$ cat src/rtl/sysid_check_ctrl.sv
// rtl/sysid_check_ctrl.sv - Avalon-MM read master that checks the system-ID slave (ID, then timestamp)
module sysid_check_ctrl #(
    parameter logic [31:0] EXP_ID      = 32'hACD51302,
    parameter logic [31:0] EXP_TS      = 32'h55878928,
    parameter int          TIMEOUT_CYC = 255,
    parameter int          RECHECK_CYC = 0,
    parameter int          AUTO_START  = 1
) (
    input  logic        clock,
    input  logic        reset_n,
    input  logic        start,
    output logic        avm_address,
    output logic        avm_read,
    input  logic [31:0] avm_readdata,
    input  logic        avm_waitrequest,
    input  logic        avm_readdatavalid,
    output logic        busy,
    output logic        done,
    output logic        id_ok,
    output logic        ts_ok,
    output logic        timeout_err,
    output logic [31:0] id_value,
    output logic [31:0] ts_value
);

    typedef enum logic [2:0] {
        S_IDLE  = 3'd0,
        S_RD_ID = 3'd1,
        S_WT_ID = 3'd2,
        S_RD_TS = 3'd3,
        S_WT_TS = 3'd4,
        S_FIN   = 3'd5
    } state_t;

    localparam logic [15:0] TO_LAST = 16'(TIMEOUT_CYC - 1);
    localparam logic [31:0] RC_LAST = (RECHECK_CYC > 0) ? 32'(RECHECK_CYC - 1) : 32'd0;

    state_t      state_q, state_d;
    logic        init_q, pend_q, pend_d;
    logic [15:0] tcnt_q, tcnt_d;
    logic [31:0] rcnt_q, rcnt_d;
    logic        id_ok_q, id_ok_d, ts_ok_q, ts_ok_d, to_err_q, to_err_d;
    logic [31:0] id_val_q, id_val_d, ts_val_q, ts_val_d;

    logic is_rd, is_wt, is_ts, got, tmo, recheck_hit;

    assign is_rd       = (state_q == S_RD_ID) || (state_q == S_RD_TS);
    assign is_wt       = (state_q == S_WT_ID) || (state_q == S_WT_TS);
    assign is_ts       = (state_q == S_RD_TS) || (state_q == S_WT_TS);
    // a zero-latency slave hands back data in the very cycle it accepts the request
    assign got         = (is_rd && !avm_waitrequest && avm_readdatavalid) || (is_wt && avm_readdatavalid);
    assign tmo         = (is_rd || is_wt) && (tcnt_q >= TO_LAST);
    assign recheck_hit = (RECHECK_CYC != 0) && (rcnt_q == RC_LAST);

    always_comb begin
        state_d  = state_q;
        pend_d   = pend_q;
        tcnt_d   = tcnt_q;
        rcnt_d   = rcnt_q;
        id_ok_d  = id_ok_q;
        ts_ok_d  = ts_ok_q;
        to_err_d = to_err_q;
        id_val_d = id_val_q;
        ts_val_d = ts_val_q;
        case (state_q)
            S_IDLE: begin
                if (RECHECK_CYC != 0) rcnt_d = rcnt_q + 32'd1;
                if (start || pend_q || recheck_hit) begin
                    state_d  = S_RD_ID;
                    pend_d   = 1'b0;
                    rcnt_d   = '0;
                    tcnt_d   = '0;
                    id_ok_d  = 1'b0;
                    ts_ok_d  = 1'b0;
                    to_err_d = 1'b0;
                end
            end
            S_RD_ID, S_WT_ID, S_RD_TS, S_WT_TS: begin
                tcnt_d = tcnt_q + 16'd1;
                if (got) begin
                    if (is_ts) begin
                        ts_val_d = avm_readdata;
                        ts_ok_d  = (avm_readdata == EXP_TS);
                        state_d  = S_FIN;
                    end else begin
                        id_val_d = avm_readdata;
                        id_ok_d  = (avm_readdata == EXP_ID);
                        tcnt_d   = '0;
                        state_d  = S_RD_TS;
                    end
                end else if (tmo) begin
                    to_err_d = 1'b1;
                    state_d  = S_FIN;
                end else if (is_rd && !avm_waitrequest) begin
                    state_d = is_ts ? S_WT_TS : S_WT_ID;
                end
            end
            S_FIN: begin
                state_d = S_IDLE;
                rcnt_d  = '0;
            end
            default: state_d = S_IDLE;
        endcase
        if (!init_q && (AUTO_START != 0) && (state_d == S_IDLE)) pend_d = 1'b1;
    end

    always_ff @(posedge clock or negedge reset_n) begin
        if (!reset_n) begin
            state_q  <= S_IDLE;
            init_q   <= 1'b0;
            pend_q   <= 1'b0;
            tcnt_q   <= '0;
            rcnt_q   <= '0;
            id_ok_q  <= 1'b0;
            ts_ok_q  <= 1'b0;
            to_err_q <= 1'b0;
            id_val_q <= '0;
            ts_val_q <= '0;
        end else begin
            state_q  <= state_d;
            init_q   <= 1'b1;
            pend_q   <= pend_d;
            tcnt_q   <= tcnt_d;
            rcnt_q   <= rcnt_d;
            id_ok_q  <= id_ok_d;
            ts_ok_q  <= ts_ok_d;
            to_err_q <= to_err_d;
            id_val_q <= id_val_d;
            ts_val_q <= ts_val_d;
        end
    end

    assign avm_read    = is_rd;
    assign avm_address = (state_q == S_RD_TS);
    assign busy        = (state_q != S_IDLE) && (state_q != S_FIN);
    assign done        = (state_q == S_FIN);
    assign id_ok       = id_ok_q;
    assign ts_ok       = ts_ok_q;
    assign timeout_err = to_err_q;
    assign id_value    = id_val_q;
    assign ts_value    = ts_val_q;

endmodule
$ cat config.mk
export PLATFORM = sky130hd
export DESIGN_NAME = sysid_check_ctrl
export DESIGN_NICKNAME = d
export VERILOG_FILES = /design/src/rtl/sysid_check_ctrl.sv
export SDC_FILE = /design/constraint.sdc
export NUM_CORES = 1
export LEC_CHECK = 0
export ABC_AREA = 1
export BUFFER_PORTS_ARGS = -buffer_cell sky130_fd_sc_hd__buf_4
export CAP_MARGIN = 10
export CORE_MARGIN = 5
export CORE_UTILIZATION = 40
export DETAILED_ROUTE_END_ITERATION = 8
export PLACE_DENSITY = 0.67
export SKIP_CTS_REPAIR_TIMING = 1
export SLEW_MARGIN = 15
export SYNTH_ARGS = -nofsm -noshare
export SYNTH_HDL_FRONTEND = slang
export SYNTH_SLANG_ARGS = --single-unit
$ cat constraint.sdc
create_clock -name clock -period 2.6 [get_ports clock]
set_clock_uncertainty 0.2 [all_clocks]
set_input_delay 0.52 -clock clock [delete_from_list [all_inputs] [get_ports clock]]
set_output_delay 0.52 -clock clock [all_outputs]
set_load 0.1 [all_outputs]
==> results of run 1 <==
final timing paths:
| kind | start | to | slack (ns) |
|---|---|---|---|
| max in group asynchronous | reset_n | id_value[20] | 1.02 |
| min in group asynchronous | reset_n | ts_value[27] | 0.49 |
| worst max register to register | state_q[2] | ts_value[29] | 0.46 |
| worst min register to register | init_q | pend_q | 0.24 |
| worst min-delay path | avm_readdata[12] | ts_value[12] | 0.16 |
| worst max-delay path | state_q[1] | busy | 0.13 |
cell usage in the layout, fill, tap and decap left out, drive strengths merged:
cell type / count
dfrtp: 88
nand3b: 2
inv: 44
or2: 2
dlygate4sd3: 1
a21boi: 1
ha: 2
clkbuf: 11
bufinv: 3
clkinv: 2
nand4: 5
nand3: 20
a21oi: 7
nor2: 62
conb: 1
nor3: 4
nand2: 218
o21ai: 60
xor2: 5
buf: 114
critical path: stages (launching register included):
cell and delay [ns]:
dfrtp_1 0.48, inv_2 0.09, nand2_1 0.11, nor2_2 0.07, or2_2 0.29, inv_1 0.06, buf_4 0.28
registers in the layout, summed over array words and instances, names as in the netlist:
register     cells
id_value        32
tcnt_q          16
id_ok            1
init_q           1
ts_ok            1
timeout_err      1
pend_q           1
ts_value        32
state_q          3
per-layer routing:
layer,vias up,part of all wire,track usage
li1,1901,-,-
met3,14,0.086,0.0582
met5,-,0,0
met4,0,0.019,0.0745
met2,114,0.46,0.287
met1,1747,0.43,0.237
final cells by class:
cell class,count,area [µm²]
Clock buffer,11,141
Clock inverter,5,104
Fill cell,982,4890
Inverter,44,168
Multi-Input combinational cell,389,1730
Sequential cell,88,2200
Tap cell,136,170
Timing Repair Buffer,115,866
logic make-up after synthesis:
group	synth area share
buffers and inverters	0.0650
other	0.000893
xor gates and xnor gates	0.0104
AOI/OAI and AO/OA	0.0826
adders and majority gates	0.00596
DFF	0.525
and+or+nand+nor	0.311
per-stage QoR:
stage	hold WS (ns)	worst slack (ns)	TNS [ns]
floorplan	0.0244	-0.00826	-0.00826
global placement	0.222	0.567	0
detailed placement	0.235	0.483	0
CTS	-0.0435	0.112	0
global route	0.160	0.0502	0
finish	0.157	0.134	0
==> qor.csv, run 1 <==
metric,value,unit
crit_fanout,5,
cts.sinks,88,
synth_area,4200,µm²
cts-root-buf,clkbuf_8,
grt_max_degree,47,
clk_latency,0.37,ns
yosysWarnings,0,
status,"complete, no violations",
synth_edf_count,0,
grt-ovfl-total,0,
drt_iter0_markers,125,
synth-seq-cells,88,
finalCritPeriodShare,0.949,
antenna_cells,0,
fmax,405,MHz
grt_antenna_before_repair,0,
start_kind,flop,
hold_class,in2reg,
hold_depth,3,
synthDistinctLibCells,31,
wl_per_cell,14.4,µm
finalWirelength,11.3,mm
tritoncts,done,
initial_core_util,0.408,
drv_slew,0,
finalHoldViolCount,0,
grt.total_usage,0.184,
grt_pass1_vias,3703,
dp_cells,771,
setup_violations,0,
synth_area_leaders,"dfrtp_1 52%, nand2_1 19%, o21ai_1 5.8%",
yosysMostFrequentCell,nand2_1,
rsz0062_at_grt,false,
crit_arrival,1.75,ns
vias_per_cell,4.79,
layout.nets,686,
place.gp.congestion,0.869,
postPlaceCellArea,5130,µm²
io_pins,108,
final_util,0.524,
layout-drive-gt1-share,0.235,
cp_data_required_time,1.88,ns
clk_pin_slew_worst_paths,0.09,ns
endpoint_kind,output port,
coreArea,10300,µm²
worst_pin_slew,0.622,ns
synth_top_area_share,0.525,
synth_common_cells,"211 x nand2_1, 88 x dfrtp_1, 57 x nor2_1",
layout_min_cycle_time,2.47,ns
portBuffers,107,
post-route-cell-area,5390,µm²
slew_headroom,0.585,
critPathKind,reg2out,
dieWidth,112,µm
die_y,112,µm
first_pass_iters,5,
synth_top_cell_by_area,dfrtp_1,
reg2reg_depth,9,
cts_buffers,9,
syn_inst,538,
ant_nets,0,
synth_seq_area_share,0.525,
die_area,12600,µm²
syn_avg_cell_area,7.80,µm²
syn_to_final_growth,28.3,%
cts-htree-levels,3,
cts_buffer_depth,2,
rows,37,
layout.cells.non_filler,788,
drv_cap,0,
dp_hpwl,8.34,mm
post-route-drc-count,0,
synthArstFlopShare,1.00,
synth_flop_cell,dfrtp_1,
grt_pass1_wl,18.8,mm
vias,3776,
synthesis.nets,577,
Power of run 1 is left out: the tool's default activity adds up to more than one toggle a clock period on the data nets, which glitch-free logic cannot reach.
==> run 2: changes to the inputs <==
Settings changed: CORE_MARGIN 5 to 10.
==> run 2 against run 1 <==
Effect of this change:
- via count fell by 0.48%
- die area rose by 19%
- sequential cell count did not move
- utilization fell by 0.78 points
- count of clock-buffer cells in the layout did not move
- sequential share of layout area rose by 0.62 points
- final cell count did not move
- global-route usage fell by 2.2 points
- hold slack improved by 0.012 ns
- register-to-register slack improved by 0.06 ns
- critical path type unchanged
- highest routed layer unchanged
==> qor.csv, run 2 (synthesis results as in run 1) <==
metric,value,unit,change
cts.sinks,88,,unchanged
finalWirelength,11.7,mm,+3.3%
reg2reg_depth,9,,unchanged
syn_to_final_growth,26.4,%,
ff2ff_setup_slack,0.52,ns,+0.06 ns
layout.nets,686,,unchanged
die_y,122,µm,+8.9%
place.gp.congestion,0.872,,+0.45%
ant_nets,0,,unchanged
start_kind,flop,,
grt.total_usage,0.162,,-0.0222
drv_slew,0,,unchanged
hp-start,avm_readdata[19],,
cts_buffers,9,,unchanged
initial_core_util,0.408,,unchanged
regArea,2200,µm²,unchanged
path_cells,inv_2 -> nand2_1 -> nor2_2 -> or2_2 -> inv_1 -> buf_4,,
routed.top_layer,met4,,
finalHoldViolCount,0,,unchanged
slew_headroom,0.623,,+0.0378
grt_pass1_wl,19.6,mm,+4.2%
io_pins,108,,unchanged
grt_antenna_before_repair,0,,unchanged
rr_endpoint,ts_value[9],,
multiInputGateArea,1730,µm²,unchanged
final_util,0.516,,-0.00779
clk_pin_slew_worst_paths,0.09,ns,about the same
worst_pin_slew,0.565,ns,-0.0566 ns
portBuffers,107,,unchanged
grt-ovfl-total,0,,unchanged
cts-htree-levels,3,,unchanged
min_to,ts_value[19],,
endpoint_kind,output port,,
rows,37,,unchanged
clk_latency,0.36,ns,about the same
hold_depth,3,,unchanged
die_area,15000,µm²,+19%
grt_max_degree,46,,-2.1%
wl_per_cell,14.8,µm,+3.3%
rr_startpoint,state_q[2],,
hold_class,in2reg,,
dieWidth,122,µm,+8.9%
n_fill_cell,1016,,+3.5%
layout_commonest_cell,nand2_1,,
antenna_cells,0,,unchanged
grt_pass1_vias,3955,,+6.8%
vias_per_cell,4.77,,-0.48%
layout_min_cycle_time,2.45,ns,-0.0159 ns
coreArea,10300,µm²,unchanged
fmax,408,MHz,+0.65%
met3_length,927,µm,-5.2%
wl_met2,5.45,mm,+4.7%
vias,3758,,-0.48%
rsz0062_at_grt,false,,
cts_buffer_depth,2,,unchanged
setup_violations,0,,unchanged
layout-drive-gt1-share,0.233,,-0.00153
dp_hpwl,8.90,mm,+6.7%
finalCritPeriodShare,0.943,,-0.00610
post-route-drc-count,0,,unchanged
met1_length,5.16,mm,+4.7%
critPathKind,reg2out,,
crit_slowest_cell,dfrtp_1,,
status,"complete, no violations",,
cp_data_required_time,1.88,ns,about the same
timing.critical_path.from,state_q[1],,
first_pass_iters,4,,-1
drv_cap,0,,unchanged
tritoncts,done,,
cts-root-buf,clkbuf_8,,
final_cell_mix,"211 x nand2_1, 114 x buf_4, 88 x dfrtp_1",,
critical_path.max_stage_delay,0.48,ns,about the same
drt_iter0_markers,211,,+69%
crit_fanout,5,,unchanged
crit_arrival,1.73,ns,-0.02 ns
[run 2: changes by cell type in the layout (fill, tap and decap cells not counted), sizes merged]
cell      before  now
bufinv         3    0
clkinvlp       0    2
clkinv         2    3
[run 2: final cells by class]
| cell class | count | share of cell area |
|---|---|---|
| Inverter | 44 | 0.0316 |
| Timing Repair Buffer | 115 | 0.163 |
| Sequential cell | 88 | 0.415 |
| Clock buffer | 11 | 0.0248 |
| Clock inverter | 5 | 0.00637 |
| Tap cell | 136 | 0.0321 |
| Multi-Input combinational cell | 389 | 0.327 |
[run 2: how the worst max path moves through the flow]
stage	slack, ns	cells after the start	end
after global placement	0.56	8	ts_value[3]
after CTS	0.13	6	busy
after global routing	0.06	6	busy
after floorplan	-0.008	3	avm_address
after detailed placement	0.50	9	ts_value[9]
final	0.15	6	busy
[run 2: through the flow]
stage | TNS [ns] | cell area (µm²) | hold WS (ns) | worst slack, ns | instances
global placement | 0 | 5130 | 0.228 | 0.555 | 771
global route | 0 | 5310 | 0.176 | 0.0647 | 788
floorplan | -0.00826 | 4210 | 0.0244 | -0.00826 | 538
finish | 0 | 5310 | 0.169 | 0.149 | 788
CTS | 0 | 5300 | -0.0313 | 0.128 | 787
detailed placement | 0 | 5130 | 0.226 | 0.504 | 771
[run 2: critical path: cells and delay by family (launching register included)]
| kind | cells | cell delay [ns] |
|---|---|---|
| buffers and inverters | 3 | 0.44 |
| flip-flops | 1 | 0.48 |
| AND/OR/NAND/NOR | 3 | 0.47 |
[run 2: routing by layer]
layer  global-route usage  vias up
li1                     -     1895
met1                0.197     1762
met2                0.264       88
met3               0.0542       13
met4               0.0545        0
met5                    0        -
Power of run 2 is left out for the same reason.
==> run 3: changes to the inputs <==
Settings changed: CELL_PAD_IN_SITES_DETAIL_PLACEMENT set to 2, CELL_PAD_IN_SITES_GLOBAL_PLACEMENT set to 2, CORE_UTILIZATION 40 to 32, PLACE_DENSITY 0.67 to 0.83.
==> run 3 against run 2 <==
Effect of this change:
- global-route usage is 1.2 points higher
- register-to-register slack worse by 0.15 ns
- count of clock-buffer cells in the layout is 2 higher
- maximum frequency is 0.34% lower
- final cell count is 4.3% higher
- first-iteration DRC count is 22% lower
- sequential share of layout area is 1.3 points lower
- critical path depth stayed put
- wire length is 31% higher
- utilization is 8.5 points lower
- worst setup slack worse by 0.0083 ns
- critical path type unchanged
- critical endpoint unchanged
==> qor.csv, run 3 (synthesis results as in run 1) <==
metric,value,unit,change
status,"complete, no violations",,
cts.sinks,88,,unchanged
wl_per_cell,18.6,µm,+25%
layout.nets,684,,-0.29%
crit_slowest_cell,dfrtp_1,,
ant_nets,0,,unchanged
cp_data_required_time,1.88,ns,about the same
critPathTopFamily,flip-flops,,
dieWidth,135,µm,+9.9%
layout_min_cycle_time,2.46,ns,+0.00834 ns
initial_core_util,0.330,,-0.0785
grt.total_usage,0.173,,+0.0119
clk_latency,0.35,ns,about the same
fmax,407,MHz,-0.34%
vias,3988,,+6.1%
drt_iter0_markers,165,,-22%
crit_arrival,1.74,ns,about the same
grt-ovfl-total,0,,unchanged
layout-drive-gt1-share,0.231,,-0.00236
critPathKind,reg2out,,
syn_to_final_growth,30.6,%,
finalCritPeriodShare,0.946,,+0.00321
crit_fanout,5,,unchanged
setup_tns,0,ns,unchanged
rows,41,,+11%
path_cells,inv_2 -> nand2_1 -> nor2_2 -> or2_2 -> inv_1 -> buf_4,,
die_area,18100,µm²,+21%
tritoncts,done,,
slew_headroom,0.610,,-0.0135
post-route-drc-count,0,,unchanged
first_pass_iters,4,,unchanged
cts-root-buf,clkbuf_16,,
critical_path.max_stage_delay,0.48,ns,about the same
cts-htree-levels,3,,unchanged
grt_pass1_wl,25.0,mm,+28%
grt_antenna_before_repair,0,,unchanged
grt_pass1_vias,4635,,+17%
path_buf_inv,3,,unchanged
dp_cells,805,,+4.4%
drv_cap,0,,unchanged
endpoint_kind,output port,,
cts_buffers,9,,unchanged
cts_buffer_depth,2,,unchanged
finalHoldViolCount,0,,unchanged
io_pins,108,,unchanged
layout.cells.non_filler,822,,+4.3%
final_util,0.431,,-0.0852
final_cell_mix,"211 x nand2_1, 111 x buf_4, 88 x dfrtp_1",,
n_fill_cell,1505,,+48%
grt_max_degree,42,,-8.7%
start_kind,flop,,
dp_hpwl,11.4,mm,+28%
die_y,135,µm,+9.9%
portBuffers,107,,unchanged
worst_pin_slew,0.586,ns,+0.0202 ns
place.gp.congestion,0.825,,-5.5%
vias_per_cell,4.85,,+1.7%
drv_slew,0,,unchanged
clk_pin_slew_worst_paths,0.07,ns,-0.02 ns
setup_violations,0,,unchanged
antenna_cells,0,,unchanged
coreArea,12700,µm²,+24%
hold_class,in2reg,,
rsz0062_at_grt,false,,
layout_commonest_cell,nand2_1,,
finalWirelength,15.3,mm,+31%
## run 3: worst min-delay path: stages
cell and delay (ns):
buf_4 0.10, nand2_1 0.05, nand2_1 0.05
## run 3: final timing paths
check	startpoint	to	slack, ns	depth (start not counted)
max in group asynchronous	reset_n	ts_value[10]	1.07	3
hold / removal	avm_readdata[2]	id_value[2]	0.20	3
setup reg to reg	state_q[2]	ts_value[7]	0.37	9
min in group asynchronous	reset_n	pend_q	0.52	2
setup / recovery	state_q[1]	busy	0.14	6
hold reg to reg	init_q	pend_q	0.24	1
## run 3: area by class of cell
cell class / count / area, µm² / area share
Clock buffer: 13 / 260 / 0.0475
Clock inverter: 3 / 40.0 / 0.00730
Sequential cell: 88 / 2200 / 0.402
Inverter: 44 / 168 / 0.0306
Multi-Input combinational cell: 389 / 1730 / 0.316
Timing Repair Buffer: 113 / 863 / 0.157
Tap cell: 172 / 215 / 0.0393
## run 3: through the flow
step	hold WS (ns)	worst slack, ns	cell area, µm²
2_1_floorplan	0.0244	-0.00826	4210
3_3_place_gp	0.223	0.539	5170
3_5_place_dp	0.233	0.431	5170
4_1_cts	-0.00609	0.125	5470
5_1_grt	0.203	0.0100	5480
6_report	0.198	0.141	5480
## run 3: routing by layer
metal  track usage  vias up  wire, µm
met4        0.0556        0       203
met5             0        -         0
met2         0.306       69      7770
met3        0.0464       11       781
li1              -     1888         -
met1         0.199     2020      6550
Power of run 3 is left out for the same reason.
